File: src/rtl/uart_reg_bridge.sv
// uart_reg_bridge: byte-level command responder between a UART byte
// interface and a single-cycle register bus.
//   'W' addr data -> register write, answers 'K'
//   'R' addr      -> register read, answers the read byte
//   anything else -> answers '?' and pulses frame_err
// Exactly one response byte per accepted command. Bytes that arrive while a
// command is being executed or answered are dropped and flagged.
// Optional build macro UART_BRIDGE_TIMEOUT_EN: abandons a partial command
// after TIMEOUT_CYCLES idle clocks between its bytes. Without the macro a
// partial command waits indefinitely.
module uart_reg_bridge #(
    parameter int unsigned ADDR_W         = 8,
    parameter int unsigned TIMEOUT_CYCLES = 50000000
) (
    input  logic              clk,
    input  logic              rst,
    input  logic [7:0]        rx_data,
    input  logic              rx_ready,
    output logic [7:0]        tx_data,
    output logic              tx_start,
    input  logic              tx_busy,
    output logic [ADDR_W-1:0] reg_addr,
    output logic [7:0]        reg_wdata,
    output logic              reg_we,
    output logic              reg_re,
    input  logic [7:0]        reg_rdata,
    output logic              frame_err
);

    localparam logic [7:0] CMD_WR  = 8'h57;
    localparam logic [7:0] CMD_RD  = 8'h52;
    localparam logic [7:0] RSP_OK  = 8'h4B;
    localparam logic [7:0] RSP_ERR = 8'h3F;

    typedef enum logic [2:0] {
        S_IDLE,
        S_GET_ADDR,
        S_GET_DATA,
        S_BUS_WR,
        S_BUS_RD,
        S_RD_CAP,
        S_TX_SEND,
        S_TX_WAIT
    } state_t;

    state_t              r_state;
    logic                r_cmd_rd;
    logic [7:0]          r_tx_data;
    logic                r_tx_start;
    logic [ADDR_W-1:0]   r_reg_addr;
    logic [7:0]          r_reg_wdata;
    logic                r_reg_we;
    logic                r_reg_re;
    logic                r_frame_err;

    state_t              w_state_nxt;
    logic                w_cmd_rd_nxt;
    logic [7:0]          w_tx_data_nxt;
    logic                w_tx_start_nxt;
    logic [ADDR_W-1:0]   w_reg_addr_nxt;
    logic [7:0]          w_reg_wdata_nxt;
    logic                w_reg_we_nxt;
    logic                w_reg_re_nxt;
    logic                w_frame_err_nxt;
    logic                w_launch;
    logic                w_in_get;
    logic                w_timeout;

    assign w_in_get = (r_state == S_GET_ADDR) || (r_state == S_GET_DATA);

`ifdef UART_BRIDGE_TIMEOUT_EN
    localparam int CNT_W = (TIMEOUT_CYCLES > 1) ? $clog2(TIMEOUT_CYCLES) : 1;

    logic [CNT_W-1:0] r_idle_cnt;

    // Idle clocks since the last received byte of a partial command
    always_ff @(posedge clk) begin
        if (rst || rx_ready || !w_in_get) begin
            r_idle_cnt <= '0;
        end else begin
            r_idle_cnt <= r_idle_cnt + 1'b1;
        end
    end

    assign w_timeout = w_in_get && !rx_ready &&
                       (r_idle_cnt == CNT_W'(TIMEOUT_CYCLES - 1));
`else
    // No timeout in this build; TIMEOUT_CYCLES stays referenced so both
    // builds share an identical parameter list.
    assign w_timeout = 1'b0 && (TIMEOUT_CYCLES == 0);
`endif

    // State register and all registered outputs
    always_ff @(posedge clk) begin
        if (rst) begin
            r_state     <= S_IDLE;
            r_cmd_rd    <= 1'b0;
            r_tx_data   <= 8'h00;
            r_tx_start  <= 1'b0;
            r_reg_addr  <= '0;
            r_reg_wdata <= 8'h00;
            r_reg_we    <= 1'b0;
            r_reg_re    <= 1'b0;
            r_frame_err <= 1'b0;
        end else begin
            r_state     <= w_state_nxt;
            r_cmd_rd    <= w_cmd_rd_nxt;
            r_tx_data   <= w_tx_data_nxt;
            r_tx_start  <= w_tx_start_nxt;
            r_reg_addr  <= w_reg_addr_nxt;
            r_reg_wdata <= w_reg_wdata_nxt;
            r_reg_we    <= w_reg_we_nxt;
            r_reg_re    <= w_reg_re_nxt;
            r_frame_err <= w_frame_err_nxt;
        end
    end

    // Next-state and next-output decode; a ready response is launched in the
    // same transition when the transmitter is free, otherwise it waits in TX_SEND
    always_comb begin
        w_state_nxt     = r_state;
        w_cmd_rd_nxt    = r_cmd_rd;
        w_tx_data_nxt   = r_tx_data;
        w_tx_start_nxt  = 1'b0;
        w_reg_addr_nxt  = r_reg_addr;
        w_reg_wdata_nxt = r_reg_wdata;
        w_reg_we_nxt    = 1'b0;
        w_reg_re_nxt    = 1'b0;
        w_launch        = 1'b0;
        // Bytes arriving while a command executes or its answer is pending are dropped
        w_frame_err_nxt = rx_ready && !(r_state == S_IDLE || w_in_get);

        case (r_state)
            S_IDLE: begin
                if (rx_ready) begin
                    if (rx_data == CMD_WR || rx_data == CMD_RD) begin
                        w_cmd_rd_nxt = (rx_data == CMD_RD);
                        w_state_nxt  = S_GET_ADDR;
                    end else begin
                        w_tx_data_nxt   = RSP_ERR;
                        w_frame_err_nxt = 1'b1;
                        w_launch        = 1'b1;
                    end
                end
            end
            S_GET_ADDR: begin
                if (rx_ready) begin
                    w_reg_addr_nxt = ADDR_W'(rx_data);
                    if (r_cmd_rd) begin
                        w_reg_re_nxt = 1'b1;
                        w_state_nxt  = S_BUS_RD;
                    end else begin
                        w_state_nxt  = S_GET_DATA;
                    end
                end else if (w_timeout) begin
                    w_frame_err_nxt = 1'b1;
                    w_state_nxt     = S_IDLE;
                end
            end
            S_GET_DATA: begin
                if (rx_ready) begin
                    w_reg_wdata_nxt = rx_data;
                    w_reg_we_nxt    = 1'b1;
                    w_state_nxt     = S_BUS_WR;
                end else if (w_timeout) begin
                    w_frame_err_nxt = 1'b1;
                    w_state_nxt     = S_IDLE;
                end
            end
            S_BUS_WR: begin
                w_tx_data_nxt = RSP_OK;
                w_launch      = 1'b1;
            end
            S_BUS_RD: begin
                w_state_nxt = S_RD_CAP;
            end
            S_RD_CAP: begin
                w_tx_data_nxt = reg_rdata;
                w_launch      = 1'b1;
            end
            S_TX_SEND: begin
                if (!tx_busy) begin
                    w_tx_start_nxt = 1'b1;
                    w_state_nxt    = S_TX_WAIT;
                end
            end
            S_TX_WAIT: begin
                // The tx_start cycle itself is the first cycle here; busy may not be up yet
                if (!r_tx_start && !tx_busy) begin
                    w_state_nxt = S_IDLE;
                end
            end
            default: begin
                w_state_nxt = S_IDLE;
            end
        endcase

        if (w_launch) begin
            if (!tx_busy) begin
                w_tx_start_nxt = 1'b1;
                w_state_nxt    = S_TX_WAIT;
            end else begin
                w_state_nxt    = S_TX_SEND;
            end
        end
    end

    assign tx_data   = r_tx_data;
    assign tx_start  = r_tx_start;
    assign reg_addr  = r_reg_addr;
    assign reg_wdata = r_reg_wdata;
    assign reg_we    = r_reg_we;
    assign reg_re    = r_reg_re;
    assign frame_err = r_frame_err;

endmodule

File: config.mk
export PLATFORM = sky130hd
export DESIGN_NAME = uart_reg_bridge
export DESIGN_NICKNAME = d
export VERILOG_FILES = /design/src/rtl/uart_reg_bridge.sv
export SDC_FILE = /design/constraint.sdc
export NUM_CORES = 1
export LEC_CHECK = 0
export ABC_AREA = 0
export BUFFER_PORTS_ARGS = -buffer_cell sky130_fd_sc_hd__buf_2
export CAP_MARGIN = 10
export CORE_MARGIN = 2
export CORE_UTILIZATION = 45
export CTS_CLUSTER_SIZE = 16
export DETAILED_ROUTE_END_ITERATION = 16
export PLACE_DENSITY = 0.69
export SLEW_MARGIN = 20
export SYNTH_ARGS = -nofsm -noshare
export SYNTH_HDL_FRONTEND = slang
export SYNTH_SLANG_ARGS = --single-unit
File: constraint.sdc
create_clock -name clk -period 2.66 [get_ports clk]
set_input_delay 0.266 -clock clk [delete_from_list [all_inputs] [get_ports clk]]
set_output_delay 0.266 -clock clk [all_outputs]
set_load 0.01 [all_outputs]
==> summary.md <==
| Metric | Value |
|---|---|
| Max H-tree Level | `2` |
| Worst IR Drop VDD | `around 430 uV` |
| DRT antenna net count | `0` |
| Setup slack of the critical path after layout | `~0.81 ns` |
| Per-instance average area after synthesis | `8.60 um2` |
| Switching Power | `approximately 450 uW` |
| Design internal power | `slightly above 900 uW` |
| Detailed Place HPWL | `2.27 mm` |
| Unrepaired setup endpoints after global routing | `no` |
| Switching share of power | `between 30% and 40%` |
| Number of fill cells in the layout | `a little under 300` |
| Portion of the post-synthesis area used by sequential elements | `between 40 and 50%` |
| Dpl cells | `around 230` |
| Area of the core | `about 3000 um2` |
| Routed vias | `between 1,000 and 1,500` |
| Number of different library cells in the post-synthesis netlist | `36` |
| Number of DRC markers in iteration 0 | `26` |
| Signal arrival time at the worst endpoint | `2.07 ns` |
| Final estimated routing congestion in global placement | `approximately 0.84` |
| NumNets Final | `approximately 230` |
| Number of primary I/O pins | `48` |
| Row count | `20` |
| Setup TNS Final | `0 ns` |
| Cells traversed along the worst timing path | `nor2b_1 -> o21a_1 -> a2111oi_0 -> o32ai_1` |
| Number of buffers added on ports | `47` |
| Power per cell area | `799 nW/um2` |
| Launch point of the worst reg-to-reg path | `r_state[2]` |
| Worst setup slack for register-to-register paths | `a little over 0.8 ns` |
| Die extent in y | `59.5 um` |
| Number of buffers added by the clock tree synthesis step | `5` |
| Effective utilization at floorplan | `a little under half` |
| Final setup violating endpoints | `0` |
| Startpoint types | `register` |
| Final setup skew | `approximately 0.017 ns` |
| # diodes | `0` |
| Syn Nets | `181` |
| Termination of the worst setup path | `r_state[2]` |
| Avg Vias per Cell | `5.26` |
| Worst hold-check slack | `~0.14 ns` |
| Post-synth top area cell | `sky130_fd_sc_hd__dfxtp_1` |
| Sort of element at the end of the critical path | `register` |
| Final Cell Area | `about 1700 um2` |
| Clock tree from TritonCTS | `built` |
| Portion of total power attributed to sequential cells | `about 45%` |
| Combinational Power Share | `about 28%` |
| Commonest register cell after synthesis | `sky130_fd_sc_hd__dfxtp_1` |
| Synthesized cell area | `roughly 1400 um2` |
| Clock period minus worst slack | `around 1.9 ns` |
| Depth of the most critical reg-to-reg path | `4` |
| End-of-flow core utilization | `56.9%` |
| Fmax | `approximately 540 MHz` |
| Crit Path Category | `reg -> reg` |
| Total power of the final layout | `between 1 and 1.5 mW` |
| Die Width | `roughly 60 um` |
| Static Leak | `0.746 nW` |
| CP required | `around 2.9 ns` |
| Max-slew violation count | `0` |
| Total of cells resized after clock tree synthesis | `0` |
| Finished Layout Cells | `about 240` |
| Worst Hold Class | `in -> reg` |
| Critical path origin | `r_state[2]` |
| Headroom to the max-slew limit | `57.4%` |
| Number of flops mapped to enable cells by yosys | `0` |
| Top-area cell type share of the netlist area | `a little under half` |
| Hold path cells | `2` |
| Layout Area Growth over Synthesis | `22.4%` |
| Number of antenna violations at the first check in global routing | `0` |
| Post-CTS clock slew at the launch and capture registers of the worst setup and hold paths | `about 0.10 ns` |
| Worst-margin pin slew | `around 0.64 ns` |
| Post-placement setup slack | `~0.84 ns` |
| Cell with the biggest individual delay on the critical path | `sky130_fd_sc_hd__dfxtp_1` |
| Share of flip-flops with an asynchronous set or reset | `0%` |
| Placed cell areas | `between 1500 and 2000 um2` |
| Detailed-route DRC error count | `0` |
| Number of maximum-capacitance constraint violations | `0` |
| Largest net degree at the start of global routing | `33` |
| Grt ovf | `0` |
| Ratio of cells with drive above 1 in the final layout | `between 30 and 40%` |
| CTS Root Cell | `sky130_fd_sc_hd__clkbuf_4` |
| Number of buffers inserted by post-CTS setup repair | `0` |
| Global-route wire length before repair | `between 5 and 6 mm` |
| Biggest fanout along the worst timing path | `15` |
| Number of hold-repair buffers added at the cts stage | `0` |
| Vias in the first global route | `about 1,200` |
| Max incr delay on CP | `0.56 ns` |
| Top post-synthesis cells by area | `sky130_fd_sc_hd__dfxtp_1 46%, sky130_fd_sc_hd__nand2_1 11%, sky130_fd_sc_hd__a21oi_1 7.6%, sky130_fd_sc_hd__a211oi_2 3.6%, sky130_fd_sc_hd__nor2_1 2.7%` |
| Reg2Reg Capture Point | `r_state[2]` |
| Wire length per cell | `approximately 13 um` |
| Most instantiated cells after synthesis | `40 x sky130_fd_sc_hd__nand2_1, 32 x sky130_fd_sc_hd__dfxtp_1, 21 x sky130_fd_sc_hd__a21oi_1, 10 x sky130_fd_sc_hd__nor2_1, 7 x sky130_fd_sc_hd__nor3_1` |
| CTS Sinks | `32` |
| Total Die Area | `about 3500 um2` |
| Ratio of final minimum period to clock period | `a little over two thirds` |
| Number of synthesized register bits | `32` |
| Clock group share of total power | `27.4%` |
| Count of endpoints failing hold in the final timing report | `0` |
| Dominant cell by count in the synthesized netlist | `sky130_fd_sc_hd__nand2_1` |
| Clock insertion delay at the later pin of the skew report | `roughly 0.34 ns` |
| Total wire length | `around 3.2 mm` |
| First-pass iteration count of the detailed router | `4` |
| Syn Inst Count | `approximately 160` |
| Result of the run | `complete, no violations` |
| Yosys warnings | `0` |
| Gr usage total | `19.3%` |
| Clock Path Buffers | `2` |
-- kinds of logic after synthesis --
kind of cell	share of synthesized area [%]
AND/OR/NAND/NOR	26.0
AO/OA/AOI/OAI	21.7
flip-flops	46.3
buffers and inverters	4.70
XOR/XNOR	0.632
multiplexers	0.723
-- routing by layer --
| layer | up-vias | routed length [um] | GRT usage [%] |
|---|---|---|---|
| li1 | 646 | - | - |
| met1 | 587 | 1500 | 24.0 |
| met2 | 30 | 1520 | 30.8 |
| met4 | 0 | 35 | 6.82 |
| met5 | - | 0 | 0 |
| met3 | 5 | 147 | 6.55 |
-- how the worst min path moves through the flow --
stage	endpoint	from
floorplan	tx_start	tx_busy
global placement	reg_addr[7]	reg_addr[7]
detailed placement	reg_addr[3]	reg_addr[3]
CTS	tx_start	tx_busy
global route	tx_start	tx_busy
finish	tx_start	tx_busy
-- worst max-delay path, delay by kind of cell (launching register included) --
family / cells / cell delay (ns)
flops: 1 / 0.56
compound gates: 3 / 1.05
simple gates: 1 / 0.11
-- cell type report --
cell class	count	area, um2	share of cell area [%]
sequential	32	641	37.8
clock buffer	5	37.5	2.21
tap	33	41.3	2.44
inverter	5	18.8	1.11
timing repair buffer	47	235	13.9
multi-input combinational	116	679	40.1
clock inverter	3	42.5	2.51
-- sequential cells by signal, indices dropped and copies added (netlist names) --
register	count
frame_err	1
r_cmd_rd	1
r_state	3
reg_addr	8
reg_re	1
reg_wdata	8
reg_we	1
tx_data	8
tx_start	1
-- cells in the final DEF, fill, tap and decap left out --
master	count
sky130_fd_sc_hd__clkinv_2	1
sky130_fd_sc_hd__a211oi_2	4
sky130_fd_sc_hd__inv_1	5
sky130_fd_sc_hd__a211oi_1	1
sky130_fd_sc_hd__xnor2_1	1
sky130_fd_sc_hd__bufinv_16	1
sky130_fd_sc_hd__nor3_2	3
sky130_fd_sc_hd__a21bo_2	1
sky130_fd_sc_hd__mux2i_1	1
sky130_fd_sc_hd__nand2_1	40
sky130_fd_sc_hd__o32a_1	1
sky130_fd_sc_hd__o21ai_0	1
sky130_fd_sc_hd__nor3_1	7
sky130_fd_sc_hd__and2_1	3
sky130_fd_sc_hd__a31oi_4	1
sky130_fd_sc_hd__o32ai_1	1
sky130_fd_sc_hd__or4b_4	1
sky130_fd_sc_hd__a21o_2	1
sky130_fd_sc_hd__nor2b_1	4
sky130_fd_sc_hd__nand3b_1	1
sky130_fd_sc_hd__o32a_2	1
sky130_fd_sc_hd__buf_2	47
sky130_fd_sc_hd__nor2_1	10
sky130_fd_sc_hd__clkbuf_4	5
sky130_fd_sc_hd__o211ai_1	1
sky130_fd_sc_hd__a2111oi_0	1
sky130_fd_sc_hd__a21oi_1	21
sky130_fd_sc_hd__o31ai_2	1
sky130_fd_sc_hd__o21bai_1	1
sky130_fd_sc_hd__and4bb_2	1
sky130_fd_sc_hd__and3b_1	1
sky130_fd_sc_hd__clkinvlp_4	1
sky130_fd_sc_hd__dfxtp_1	32
sky130_fd_sc_hd__a221o_1	1
sky130_fd_sc_hd__and2b_1	2
sky130_fd_sc_hd__o21a_1	1
sky130_fd_sc_hd__and3_1	1
sky130_fd_sc_hd__a211o_1	1
-- power by group through the flow --
stage	Sequential [mW]	Combinational, mW	Clock, mW
2_1_floorplan	0.626	0.258	0
3_3_place_gp	0.606	0.368	0
3_5_place_dp	0.612	0.378	0
4_1_cts	0.603	0.382	0.376
5_1_grt	0.613	0.420	0.398
6_report	0.603	0.381	0.371
(Power assumes the default switching activity.)
